--- config.mk ---
export PLATFORM = sky130hd
export DESIGN_NAME = sprite_line_evaluator_flat
export DESIGN_NICKNAME = d
export VERILOG_FILES = /design/src/rtl/sprite_line_evaluator_pkg.sv /design/src/rtl/sprite_line_evaluator_if.sv /design/src/rtl/sprite_line_evaluator_slot_buffer.sv /design/src/rtl/sprite_line_evaluator.sv /design/src/flat_wrapper.sv
export SDC_FILE = /design/constraint.sdc
export NUM_CORES = 1
export LEC_CHECK = 0
export ABC_CLOCK_PERIOD_IN_PS = 6650
export CELL_PAD_IN_SITES_DETAIL_PLACEMENT = 1
export CELL_PAD_IN_SITES_GLOBAL_PLACEMENT = 2
export CORE_MARGIN = 2
export CORE_UTILIZATION = 48
export CTS_CLUSTER_SIZE = 20
export DETAILED_ROUTE_END_ITERATION = 6
export HOLD_SLACK_MARGIN = 0.08
export MAX_ROUTING_LAYER = met4
export PLACE_DENSITY = 0.84
export SYNTH_ARGS = -nofsm -noshare
export SYNTH_HDL_FRONTEND = slang
export SYNTH_HIERARCHICAL = 1
export SYNTH_SLANG_ARGS = --single-unit
export TNS_END_PERCENT = 100
--- constraint.sdc ---
create_clock -name vga_clk -period 6.65 [get_ports vga_clk]
set_input_delay 1.33 -clock vga_clk [delete_from_list [all_inputs] [get_ports vga_clk]]
set_output_delay 1.33 -clock vga_clk [all_outputs]
set_load 0.01 [all_outputs]
--- src/rtl/sprite_line_evaluator_pkg.sv ---
// Shared definitions for the sprite line evaluator: SAT bit layout, the packed
// attribute word handed to the renderer, and FSM encodings.
package sprite_line_evaluator_pkg;

    // SAT word0 fields
    localparam int SAT_X_LSB     = 23;
    localparam int SAT_Y_LSB     = 15;
    // SAT word1 fields
    localparam int SAT_TILE_LSB  = 24;
    localparam int SAT_PAL_LSB   = 19;
    localparam int SAT_HFLIP_BIT = 18;
    localparam int SAT_VFLIP_BIT = 17;
    localparam int SAT_PRIO_BIT  = 16;
    localparam int SAT_DIS_BIT   = 15;

    typedef struct packed {
        logic [8:0] x;
        logic [7:0] y;
        logic [7:0] tile;
        logic [4:0] pal;
        logic       hflip;
        logic       vflip;
        logic       prio;
        logic       dis;
    } sprite_attr_t;

    typedef struct packed {
        sprite_attr_t attr;
        logic [2:0]   vpix;
    } slot_entry_t;

    typedef enum logic [2:0] {
        ST_IDLE = 3'd0,
        ST_RD0  = 3'd1,
        ST_RD1  = 3'd2,
        ST_CHK  = 3'd3,
        ST_DONE = 3'd4
    } eval_state_t;

    function automatic logic [2:0] tile_row(input logic [2:0] dy, input logic vflip);
        return vflip ? (3'd7 - dy) : dy;
    endfunction

endpackage

--- src/rtl/sprite_line_evaluator_if.sv ---
// Control, VRAM32 read port and renderer read port of the sprite line evaluator.
// master = line sequencer / VRAM / renderer side, slave = evaluator.
interface sprite_line_evaluator_if #(
    parameter int MAX_SLOTS = 8
);
    localparam int SEL_W = $clog2(MAX_SLOTS);

    logic                                  start;
    logic [7:0]                            line;
    logic                                  swap;
    logic [13:0]                           vram32_addr;
    logic [31:0]                           vram32_q;
    logic                                  busy;
    logic                                  done;
    logic                                  overflow;
    logic                                  late;
    logic [SEL_W-1:0]                      slot_sel;
    logic [MAX_SLOTS-1:0]                  slot_valid;
    sprite_line_evaluator_pkg::sprite_attr_t slot_attr;
    logic [2:0]                            slot_vpix;

    modport master (
        output start, line, swap, vram32_q, slot_sel,
        input  vram32_addr, busy, done, overflow, late, slot_valid, slot_attr, slot_vpix
    );

    modport slave (
        input  start, line, swap, vram32_q, slot_sel,
        output vram32_addr, busy, done, overflow, late, slot_valid, slot_attr, slot_vpix
    );

endinterface

--- src/rtl/sprite_line_evaluator_slot_buffer.sv ---
// Double-banked slot store: evaluator writes the back bank, renderer reads the
// front bank through a combinational mux. Swap flips bank roles.
module sprite_line_evaluator_slot_buffer
    import sprite_line_evaluator_pkg::*;
#(
    parameter int MAX_SLOTS = 8,
    parameter int SEL_W     = $clog2(MAX_SLOTS)
) (
    input  logic                 vga_clk,
    input  logic                 reset_n,
    input  logic                 wr_en,
    input  logic [SEL_W-1:0]     wr_slot,
    input  slot_entry_t          wr_data,
    input  logic                 clr_back,
    input  logic                 swap,
    input  logic                 abort,
    input  logic [SEL_W-1:0]     slot_sel,
    output logic [MAX_SLOTS-1:0] slot_valid,
    output sprite_attr_t         slot_attr,
    output logic [2:0]           slot_vpix
);

    logic                      front_q;
    logic [1:0][MAX_SLOTS-1:0] mask_q;
    slot_entry_t               bank_q [2][MAX_SLOTS];
    slot_entry_t               rd_entry;
    logic                      rd_valid;

    // Swap makes the old back bank visible and recycles the old front as the
    // new (empty) back bank, so no data is copied.
    always_ff @(posedge vga_clk or negedge reset_n) begin
        if (!reset_n) begin
            front_q <= 1'b0;
            mask_q  <= '0;
        end else begin
            if (wr_en)
                mask_q[!front_q][wr_slot] <= 1'b1;
            if (abort) begin
                mask_q <= '0;
            end else if (swap) begin
                front_q         <= !front_q;
                mask_q[front_q] <= '0;
            end else if (clr_back) begin
                mask_q[!front_q] <= '0;
            end
        end
    end

    // Payload needs no reset: it is only ever seen through the valid mask.
    always_ff @(posedge vga_clk) begin
        if (wr_en)
            bank_q[!front_q][wr_slot] <= wr_data;
    end

    assign rd_entry   = bank_q[front_q][slot_sel];
    assign rd_valid   = mask_q[front_q][slot_sel];
    assign slot_valid = mask_q[front_q];
    assign slot_attr  = rd_valid ? rd_entry.attr : '0;
    assign slot_vpix  = rd_valid ? rd_entry.vpix : '0;

endmodule

--- src/rtl/sprite_line_evaluator.sv ---
// Scans the SAT during line N and collects up to MAX_SLOTS sprites covering
// line N+1 into the back bank of the slot buffer.
module sprite_line_evaluator
    import sprite_line_evaluator_pkg::*;
#(
    parameter int          NUM_SPRITES = 64,
    parameter int          MAX_SLOTS   = 8,
    parameter logic [13:0] SAT_BASE    = 14'h0600
) (
    input  logic                     vga_clk,
    input  logic                     reset_n,
    sprite_line_evaluator_if.slave   bus
);

    localparam int IDX_W = (NUM_SPRITES > 1) ? $clog2(NUM_SPRITES) : 1;
    localparam int SEL_W = $clog2(MAX_SLOTS);
    localparam int CNT_W = SEL_W + 1;

    eval_state_t      state_q, state_d;
    logic [IDX_W-1:0] idx_q, idx_d;
    logic [CNT_W-1:0] cnt_q, cnt_d;
    logic [7:0]       line_q;
    logic [8:0]       x_q;
    logic [7:0]       y_q;
    logic             overflow_q;
    logic             late_q;

    logic             busy;
    logic             abort;
    logic             cap_w0;
    logic             clr_back;
    logic             wr_en;
    logic             ovf_set;
    logic [13:0]      addr;
    logic [13:0]      w0_addr;

    logic [31:0]      q;
    logic [8:0]       dy;
    logic             hit;
    sprite_attr_t     cur_attr;
    slot_entry_t      wr_data;
    logic             unused_q;

    assign q        = bus.vram32_q;
    assign unused_q = ^q[SAT_DIS_BIT-1:0];

    // word0 is registered in RD1; word1 is used straight off the RAM in CHK
    assign cur_attr = '{
        x:     x_q,
        y:     y_q,
        tile:  q[SAT_TILE_LSB +: 8],
        pal:   q[SAT_PAL_LSB +: 5],
        hflip: q[SAT_HFLIP_BIT],
        vflip: q[SAT_VFLIP_BIT],
        prio:  q[SAT_PRIO_BIT],
        dis:   q[SAT_DIS_BIT]
    };

    // 9-bit difference so sprites near the bottom never wrap onto line 0
    assign dy      = {1'b0, line_q} - {1'b0, y_q};
    assign hit     = (dy[8:3] == '0) && !cur_attr.dis;
    assign wr_data = '{attr: cur_attr, vpix: tile_row(dy[2:0], cur_attr.vflip)};

    assign w0_addr = SAT_BASE + 14'({idx_q, 1'b0});
    assign busy    = (state_q == ST_RD0) || (state_q == ST_RD1) || (state_q == ST_CHK);
    assign abort   = bus.swap && busy;

    always_comb begin
        state_d  = state_q;
        idx_d    = idx_q;
        cnt_d    = cnt_q;
        addr     = '0;
        cap_w0   = 1'b0;
        clr_back = 1'b0;
        wr_en    = 1'b0;
        ovf_set  = 1'b0;
        case (state_q)
            ST_IDLE: begin
                if (bus.start) begin
                    state_d  = ST_RD0;
                    idx_d    = '0;
                    cnt_d    = '0;
                    clr_back = 1'b1;
                end
            end
            ST_RD0: begin
                addr    = w0_addr;
                state_d = ST_RD1;
            end
            ST_RD1: begin
                addr    = w0_addr + 14'd1;
                cap_w0  = 1'b1;
                state_d = ST_CHK;
            end
            ST_CHK: begin
                if (hit) begin
                    if (cnt_q == CNT_W'(MAX_SLOTS)) begin
                        ovf_set = 1'b1;
                    end else begin
                        wr_en = 1'b1;
                        cnt_d = cnt_q + 1'b1;
                    end
                end
                if (ovf_set || (idx_q == IDX_W'(NUM_SPRITES - 1))) begin
                    state_d = ST_DONE;
                end else begin
                    // next sprite's word0 read overlaps this decision
                    addr    = w0_addr + 14'd2;
                    idx_d   = idx_q + 1'b1;
                    state_d = ST_RD1;
                end
            end
            ST_DONE: state_d = ST_IDLE;
            default: state_d = ST_IDLE;
        endcase
        if (abort) begin
            state_d = ST_IDLE;
            wr_en   = 1'b0;
            ovf_set = 1'b0;
        end
    end

    always_ff @(posedge vga_clk or negedge reset_n) begin
        if (!reset_n) begin
            state_q    <= ST_IDLE;
            idx_q      <= '0;
            cnt_q      <= '0;
            line_q     <= '0;
            x_q        <= '0;
            y_q        <= '0;
            overflow_q <= 1'b0;
            late_q     <= 1'b0;
        end else begin
            state_q <= state_d;
            idx_q   <= idx_d;
            cnt_q   <= cnt_d;
            late_q  <= abort;
            if (clr_back)
                line_q <= bus.line;
            if (cap_w0) begin
                x_q <= q[SAT_X_LSB +: 9];
                y_q <= q[SAT_Y_LSB +: 8];
            end
            if (clr_back)
                overflow_q <= 1'b0;
            else if (ovf_set)
                overflow_q <= 1'b1;
        end
    end

    assign bus.vram32_addr = addr;
    assign bus.busy        = busy;
    assign bus.done        = (state_q == ST_DONE);
    assign bus.overflow    = overflow_q;
    assign bus.late        = late_q;

    sprite_line_evaluator_slot_buffer #(
        .MAX_SLOTS (MAX_SLOTS),
        .SEL_W     (SEL_W)
    ) u_slots (
        .vga_clk    (vga_clk),
        .reset_n    (reset_n),
        .wr_en      (wr_en),
        .wr_slot    (cnt_q[SEL_W-1:0]),
        .wr_data    (wr_data),
        .clr_back   (clr_back),
        .swap       (bus.swap),
        .abort      (abort),
        .slot_sel   (bus.slot_sel),
        .slot_valid (bus.slot_valid),
        .slot_attr  (bus.slot_attr),
        .slot_vpix  (bus.slot_vpix)
    );

endmodule

--- src/flat_wrapper.sv ---
// flat-port wrapper written by rule: the top's interface ports become plain ports
module sprite_line_evaluator_flat import sprite_line_evaluator_pkg::*;
#(
    parameter int          NUM_SPRITES = 64,
    parameter int          MAX_SLOTS   = 8,
    parameter logic [13:0] SAT_BASE    = 14'h0600
)
  (vga_clk, reset_n, bus_start, bus_line, bus_swap, bus_vram32_q, bus_slot_sel, bus_vram32_addr, bus_busy, bus_done, bus_overflow, bus_late, bus_slot_valid, bus_slot_attr, bus_slot_vpix);
  sprite_line_evaluator_if #(.MAX_SLOTS(MAX_SLOTS)) bus_i ();
  input  logic vga_clk;
  input  logic reset_n;
  input wire logic [$bits(bus_i.start)-1:0] bus_start;
  input wire logic [$bits(bus_i.line)-1:0] bus_line;
  input wire logic [$bits(bus_i.swap)-1:0] bus_swap;
  input wire logic [$bits(bus_i.vram32_q)-1:0] bus_vram32_q;
  input wire logic [$bits(bus_i.slot_sel)-1:0] bus_slot_sel;
  output wire logic [$bits(bus_i.vram32_addr)-1:0] bus_vram32_addr;
  output wire logic [$bits(bus_i.busy)-1:0] bus_busy;
  output wire logic [$bits(bus_i.done)-1:0] bus_done;
  output wire logic [$bits(bus_i.overflow)-1:0] bus_overflow;
  output wire logic [$bits(bus_i.late)-1:0] bus_late;
  output wire logic [$bits(bus_i.slot_valid)-1:0] bus_slot_valid;
  output wire logic [$bits(bus_i.slot_attr)-1:0] bus_slot_attr;
  output wire logic [$bits(bus_i.slot_vpix)-1:0] bus_slot_vpix;
  assign bus_i.start = bus_start;
  assign bus_i.line = bus_line;
  assign bus_i.swap = bus_swap;
  assign bus_i.vram32_q = bus_vram32_q;
  assign bus_i.slot_sel = bus_slot_sel;
  assign bus_vram32_addr = bus_i.vram32_addr;
  assign bus_busy = bus_i.busy;
  assign bus_done = bus_i.done;
  assign bus_overflow = bus_i.overflow;
  assign bus_late = bus_i.late;
  assign bus_slot_valid = bus_i.slot_valid;
  assign bus_slot_attr = bus_i.slot_attr;
  assign bus_slot_vpix = bus_i.slot_vpix;
  sprite_line_evaluator #(.NUM_SPRITES(NUM_SPRITES), .MAX_SLOTS(MAX_SLOTS), .SAT_BASE(SAT_BASE)) u_core (.vga_clk(vga_clk), .reset_n(reset_n), .bus(bus_i));
endmodule
==> results of run 1 <==
## stage by stage
stage	utilization	worst slack, ns	total power, mW	hold slack, ns	area [µm²]
floorplan	-	0.533	6.69	0.475	25400
global placement	0.520	1.24	7.17	0.488	27200
detailed placement	0.520	1.22	7.28	0.503	27200
CTS	0.560	0.849	10.9	0.516	29400
global route	0.560	0.648	11.3	0.530	29400
finish	0.560	0.874	10.9	0.512	29400
## state kept, by name, summed over array words and instances, names as in the netlist
name                    count
u_core/bus.overflow         1
u_core/u_slots/front_q      1
u_core/idx_q                6
u_core/line_q               8
u_core/y_q                  8
u_core/x_q                  9
u_core/state_q              3
u_core/cnt_q                4
u_core/u_slots/bank_q     592
u_core/u_slots/mask_q      16
u_core/bus.late             1
## worst max-delay path: stages, from the launching register on
cell             delay, ns
dfrtp_1               0.74
ha_1                  0.32
fa_1                  0.22
and3b_2               0.23
or4_4                 0.50
a2111oi_4             0.41
nand3b_1              0.15
o211a_1               0.31
and3_4                0.21
o31a_1                0.28
clkdlybuf4s50_1       0.48
## final cells by class
class | instances | area, µm² | area share
Timing Repair Buffer | 120 | 1160 | 0.0394
Clock inverter | 26 | 262 | 0.00890
Sequential cell | 649 | 19200 | 0.654
Clock buffer | 97 | 1870 | 0.0637
Inverter | 17 | 63.8 | 0.00217
Tap cell | 688 | 861 | 0.0293
Multi-Input combinational cell | 480 | 5970 | 0.203
## cell families after synthesis
logic type / count (synthesis) / synth area share
compound gates: 179 / 0.0514
fa+ha+maj: 12 / 0.00621
mux: 178 / 0.146
other cells: 1 / 0.000148
flops: 649 / 0.756
buf+inv: 82 / 0.0158
simple gates: 99 / 0.0217
xor+xnor: 7 / 0.00241
## power by group through the flow
stage          registers [mW]  logic [mW]  clock network [mW]
2_1_floorplan            5.17        1.52                   0
3_3_place_gp             5.28        1.89                   0
5_1_grt                  5.27        2.12                3.87
4_1_cts                  5.23        1.98                3.73
6_report                 5.24        1.95                3.67
3_5_place_dp             5.32        1.96                   0
## layer usage
| layer | track usage | part of all wire |
|---|---|---|
| met5 | - | 0 |
| met4 | 0.0756 | 0.024 |
| met3 | 0.0350 | 0.059 |
| met2 | 0.392 | 0.51 |
| met1 | 0.316 | 0.40 |
## path summary, 6_finish.rpt
path	from	endpoint	slack, ns	cells past startpoint
min	u_core/u_slots/mask_q[5]	u_core/u_slots/mask_q[5]	0.51	1
min reg2reg	u_core/u_slots/mask_q[5]	u_core/u_slots/mask_q[5]	0.51	1
max	u_core/y_q[0]	bus_vram32_addr[6]	0.87	10
max reg2reg	u_core/y_q[0]	u_core/u_slots/bank_q[0][259]	1.46	11
max in group asynchronous	reset_n	u_core/u_slots/front_q	5.01	2
min in group asynchronous	reset_n	u_core/u_slots/mask_q[5]	0.94	2
## cells in the final DEF, fill, tap and decap left out, types with 6 or more instances in the layout
| cell | netlist | routed |
|---|---|---|
| a21o_1 | 6 | 6 |
| buf_4 | 8 | 28 |
| edfxtp_1 | 592 | 592 |
| clkinv_2 | 0 | 7 |
| a21oi_1 | 27 | 27 |
| nor2_4 | 0 | 13 |
| clkinv_1 | 0 | 8 |
| clkbuf_16 | 0 | 69 |
| ha_1 | 11 | 11 |
| mux4_2 | 152 | 152 |
| clkdlybuf4s50_1 | 0 | 87 |
| o21a_1 | 16 | 16 |
| a22oi_1 | 75 | 75 |
| o21ai_0 | 16 | 16 |
| nand3_1 | 7 | 7 |
| clkbuf_1 | 24 | 24 |
| a21oi_2 | 20 | 20 |
| nor2_1 | 33 | 20 |
| nand2b_1 | 9 | 9 |
| mux2_2 | 26 | 26 |
| inv_1 | 17 | 17 |
| nand2_1 | 14 | 14 |
| dfrtp_1 | 57 | 56 |
==> flow_summary_export.csv, run 1 <==
group,metric,value,unit
pwr,p_leak,9.43,nW
critical_path,path_class,"reg2out",
synthesis,synth_warnings,6,
clock_network,numClockSinks,649,
final_layout,n_antenna_cell,0,
sta,max_clock_freq,173,MHz
routing,routed_wl,61500,µm
sta,tns,0,ns
sta,rsz0062_at_grt,"false",
synthesis,yosysMostFrequentCell,"edfxtp_1",
clock_network,clockBufferDepth,3,
critical_path,cp_max_fo,18,
synthesis,synth-main-ff-cell,"edfxtp_1",
global_routing,grt_use_total,0.241,
floorplan,ios,110,
global_routing,antenna_found_initial,0,
sta,finClkSkew,0.0248,ns
pwr,seq_power_share,0.483,
floorplan,rows,84,
pwr,power_frac_comb,0.179,
pwr,p_sw_frac,0.265,
pwr,cellPowerDensity,369,nW/µm²
global_routing,grt_pass1_vias,13848,
sta,slew_headroom,0.215,
final_layout,drive_above_1_share,0.258,
clock_network,cts_resized,0,
synthesis,synth_cells,1207,
final_layout,n_fill_cell,4493,
synthesis,synth_cell_types,58,
synthesis,synth-seq-cells,649,
routing,drc,0,
floorplan,die_h,234,µm
sta,hold_violations,0,
pwr,peakVddDrop,0.318,mV
placement,dp.final_hpwl,32300,µm
routing,wl_per_cell,29.6,µm
synthesis,synth_area_leaders,"edfxtp_1 (70%), mux4_2 (13%), dfrtp_1 (5.6%)",
floorplan,coreArea,52400,µm²
synthesis,synth_edf_count,592,
clock_network,cts_tree,"yes",
placement,portBuffers,89,
final_layout,fin_nets,1394,
synthesis,avgSynthCellArea,21.0,µm²
global_routing,grt_max_degree,149,
routing,num_vias,12695,
clock_network,clock_latency,0.60,ns
clock_network,clk_pin_slew,0.06,ns
critical_path,cp-end-kind,"primary output",
min_path,hp-class,"reg2reg",
clock_network,cts-root-buf,"clkbuf_16",
placement,gp_congestion,0.733,
sta,final.min_clock_period,5.78,ns
sta,drv_slew,0,
clock_network,cts_hold_buf,0,
final_layout,final_cells,2077,
floorplan,die_area,54800,µm²
synthesis,netlist_area,25400,µm²
floorplan,die_width,234,µm
sta,setup_viol,0,
final_layout,synthToLayoutAreaGrowth,15.7,%
synthesis,synth_top_cell_area_share,0.700,
placement,place_inst,1954,
pwr,pwr-share-clk,0.338,
synthesis,ys_async_sr_fraction,0.0878,
clock_network,h-tree-depth,3,
pwr,power.switching,2.88,mW
global_routing,grt_pass1_wl,91500,µm
global_routing,grt_overflow,0,
run_status,status,"complete, no violations",
critical_path,cp.arrival,4.45,ns
routing,drtIter0Drc,1134,
clock_network,cts_setup_buffers,0,
routing,avgViaCountPerCell,6.11,
routing,antenna_left,0,
run,max_cap_viol_count,0,
critical_path,cp-start-kind,"flip-flop",
pwr,p_int,7.97,mW
critical_path,cp.required,5.32,ns
sta,min_period_over_period,0.869,
sta,worstMarginPinSlew,1.17,ns
synthesis,seq_area_frac_synth,0.756,
synthesis,yosys-top-cells-count,"edfxtp_1 (592), mux4_2 (152), a22oi_1 (75)",
routing,drt-pass1-iter-count,5,
synthesis,yosysTopAreaCell,"edfxtp_1",
floorplan,start_util,0.484,
clock_network,numCtsBuffers,67,
(Power assumes the default switching activity.)
==> inputs of run 2 (changes only) <==
--- a/config.mk
+++ b/config.mk
@@ -15,6 +15,7 @@
 export HOLD_SLACK_MARGIN = 0.08
 export MAX_ROUTING_LAYER = met4
 export PLACE_DENSITY = 0.84
+export SLEW_MARGIN = 10
 export SYNTH_ARGS = -nofsm -noshare
 export SYNTH_HDL_FRONTEND = slang
 export SYNTH_HIERARCHICAL = 1
==> results of run 2 <==
Same layout as run 1: the final DEF is identical, and so are final timing and power.
==> inputs of run 3 (changes only) <==
--- a/config.mk
+++ b/config.mk
@@ -8,6 +8,7 @@
 export ABC_CLOCK_PERIOD_IN_PS = 6650
 export CELL_PAD_IN_SITES_DETAIL_PLACEMENT = 1
 export CELL_PAD_IN_SITES_GLOBAL_PLACEMENT = 2
+export CORE_ASPECT_RATIO = 1.5
 export CORE_MARGIN = 2
 export CORE_UTILIZATION = 48
 export CTS_CLUSTER_SIZE = 20
==> run 3 against run 2 <==
- clock skew up 0.0044 ns
- largest power group unchanged
- critical path type unchanged
- register-to-register slack improved by 0.22 ns
- highest routed layer unchanged
- critical path depth is the same
- non-clock buffer count increased by 2
- clock-buffer cell count shrank 28
==> flow_summary_export.csv, run 3 (same netlist as run 1, synthesis figures left out) <==
group,metric,value,unit
run_status,status,"complete, no violations",
min_path,hp-class,"reg2reg",
critical_path,cp.arrival,4.49,ns
global_routing,grt_max_degree,67,
final_layout,largest_reg_flops,592,
placement,gp_congestion,0.748,
global_routing,grt_overflow,0,
critical_path,r2r-start,"u_core/y_q[0]",
critical_path,cp_slowest_stage_delay,0.75,ns
final_layout,top_regs,"u_core/u_slots/bank_q (592), u_core/u_slots/mask_q (16), u_core/x_q (9)",
final_layout,top_register,"u_core/u_slots/bank_q",
final_layout,n_antenna_cell,0,
global_routing,grt_pass1_wl,91700,µm
final_layout,final_common_cell,"edfxtp_1",
routing,drt-pass1-iter-count,5,
global_routing,grt_pass1_vias,13986,
sta,worstMarginPinSlew,1.24,ns
clock_network,cts_tree,"yes",
clock_network,clock_latency,0.61,ns
final_layout,n_fill_cell,4487,
routing,avgViaCountPerCell,6.17,
critical_path,cp.required,5.32,ns
floorplan,ios,110,
routing,antenna_left,0,
sta,hold_violations,0,
clock_network,h-tree-depth,2,
clock_network,numClockSinks,649,
sta,setup_viol,0,
clock_network,cts_resized,0,
critical_path,cp_max_fo,18,
routing,drtIter0Drc,1125,
pwr,peakVddDrop,0.259,mV
pwr,p_leak,9.33,nW
routing,num_vias,12680,
critical_path,r2r_end,"u_core/u_slots/bank_q[0][293]",
critical_path,ff2ff_path_depth,11,
run,max_cap_viol_count,0,
clock_network,numCtsBuffers,57,
min_path,worstHoldEndpoint,"u_core/line_q[6]",
final_layout,drive_above_1_share,0.258,
pwr,cellPowerDensity,358,nW/µm²
clock_network,cts-root-buf,"clkbuf_16",
min_path,hold_depth,1,
placement,place_inst,1950,
routing,drc,0,
sta,finClkSkew,0.0292,ns
sta,final.min_clock_period,5.82,ns
floorplan,start_util,0.484,
placement,dp.final_hpwl,32900,µm
sta,rsz0062_at_grt,"false",
critical_path,cp-start-kind,"flip-flop",
critical_path,path_delay_family,"simple AND/OR/NAND/NOR gates",
final_layout,synthToLayoutAreaGrowth,15.0,%
critical_path,path_class,"reg2out",
placement,portBuffers,89,
critical_path,crit_chain,"ha_1 -> fa_1 -> and3b_2 -> or4_4 -> a2111oi_4 -> nand3b_1 -> o211a_1 -> and3_4 -> o31a_1 -> clkdlybuf4s50_1",
floorplan,die_h,286,µm
sta,min_period_over_period,0.875,
routing,routed_wl,61500,µm
sta,tns,0,ns
critical_path,cp_slowest_cell,"dfrtp_1",
sta,max_clock_freq,172,MHz
min_path,min_from,"u_core/line_q[6]",
floorplan,coreArea,52500,µm²
clock_network,cts_setup_buffers,0,
sta,drv_slew,0,
clock_network,cts_hold_buf,0,
global_routing,antenna_found_initial,0,
routing,wl_per_cell,29.9,µm
critical_path,cp-end-kind,"primary output",
final_layout,final_cells,2056,
final_layout,layout_common_cells,"edfxtp_1 (592), mux4_2 (152), clkdlybuf4s50_1 (87), a22oi_1 (75), clkbuf_16 (57)",
clock_network,clk_pin_slew,0.06,ns
clock_network,clockBufferDepth,3,
final_layout,fin_nets,1386,
sta,slew_headroom,0.170,
floorplan,die_area,54800,µm²
critical_path,worst-path-buf-inv,1,
global_routing,grt_use_total,0.238,
critical_path,r2r_slack,1.68,ns
floorplan,die_width,192,µm
floorplan,rows,103,
[run 3: cell count changes in the layout (fill, tap and decap cells not counted), moves of 3 or more]
cell	change
clkbuf_1	-13
clkbuf_16	-12
buf_12	+8
buf_4	-6
clkbuf_8	-3
clkinvlp_4	+3
[run 3: final cells by class]
cell class / count / area (µm²) / area share
multi-input combinational: 480 / 5970 / 0.204
sequential: 649 / 19200 / 0.657
clock inverter: 37 / 375 / 0.0128
clock buffer: 69 / 1480 / 0.0507
tap: 682 / 853 / 0.0292
inverter: 17 / 63.8 / 0.00218
timing repair buffer: 122 / 1270 / 0.0435
[run 3: layer usage]
layer / vias up / share of wire / global-route usage
met1: 6826 / 0.38 / 0.297
li1: 5263 / - / -
met2: 479 / 0.54 / 0.410
met3: 112 / 0.051 / 0.0272
met4: 0 / 0.030 / 0.0744
met5: - / 0 / -
[run 3: report_power, final]
group          internal (mW)  switching, mW
combinational          0.908          0.972
sequential              4.93          0.365
clock                   1.83           1.46
total                   7.67           2.80
[run 3: worst max-delay path by stage]
stage,startpoint,endpoint,slack (ns),cells after the start
after CTS,u_core/y_q[0],bus_vram32_addr[6],0.82,10
after detailed placement,bus_slot_sel[2],bus_slot_attr[20],1.26,6
after global placement,bus_slot_sel[2],bus_slot_attr[33],1.41,6
after global routing,u_core/y_q[2],bus_vram32_addr[6],0.61,10
after floorplan,u_core/y_q[0],u_core/u_slots/bank_q[1][259],0.53,10
final,u_core/y_q[0],bus_vram32_addr[6],0.83,10
[run 3: stage by stage]
stage / util / total power, mW / hold slack (ns) / area [µm²] / setup WS [ns]
floorplan: - / 6.69 / 0.475 / 25400 / 0.533
global placement: 0.522 / 7.16 / 0.492 / 27400 / 1.41
detailed placement: 0.522 / 7.26 / 0.502 / 27400 / 1.26
CTS: 0.557 / 10.5 / 0.515 / 29200 / 0.815
global route: 0.557 / 10.9 / 0.534 / 29200 / 0.606
finish: 0.557 / 10.5 / 0.513 / 29200 / 0.830
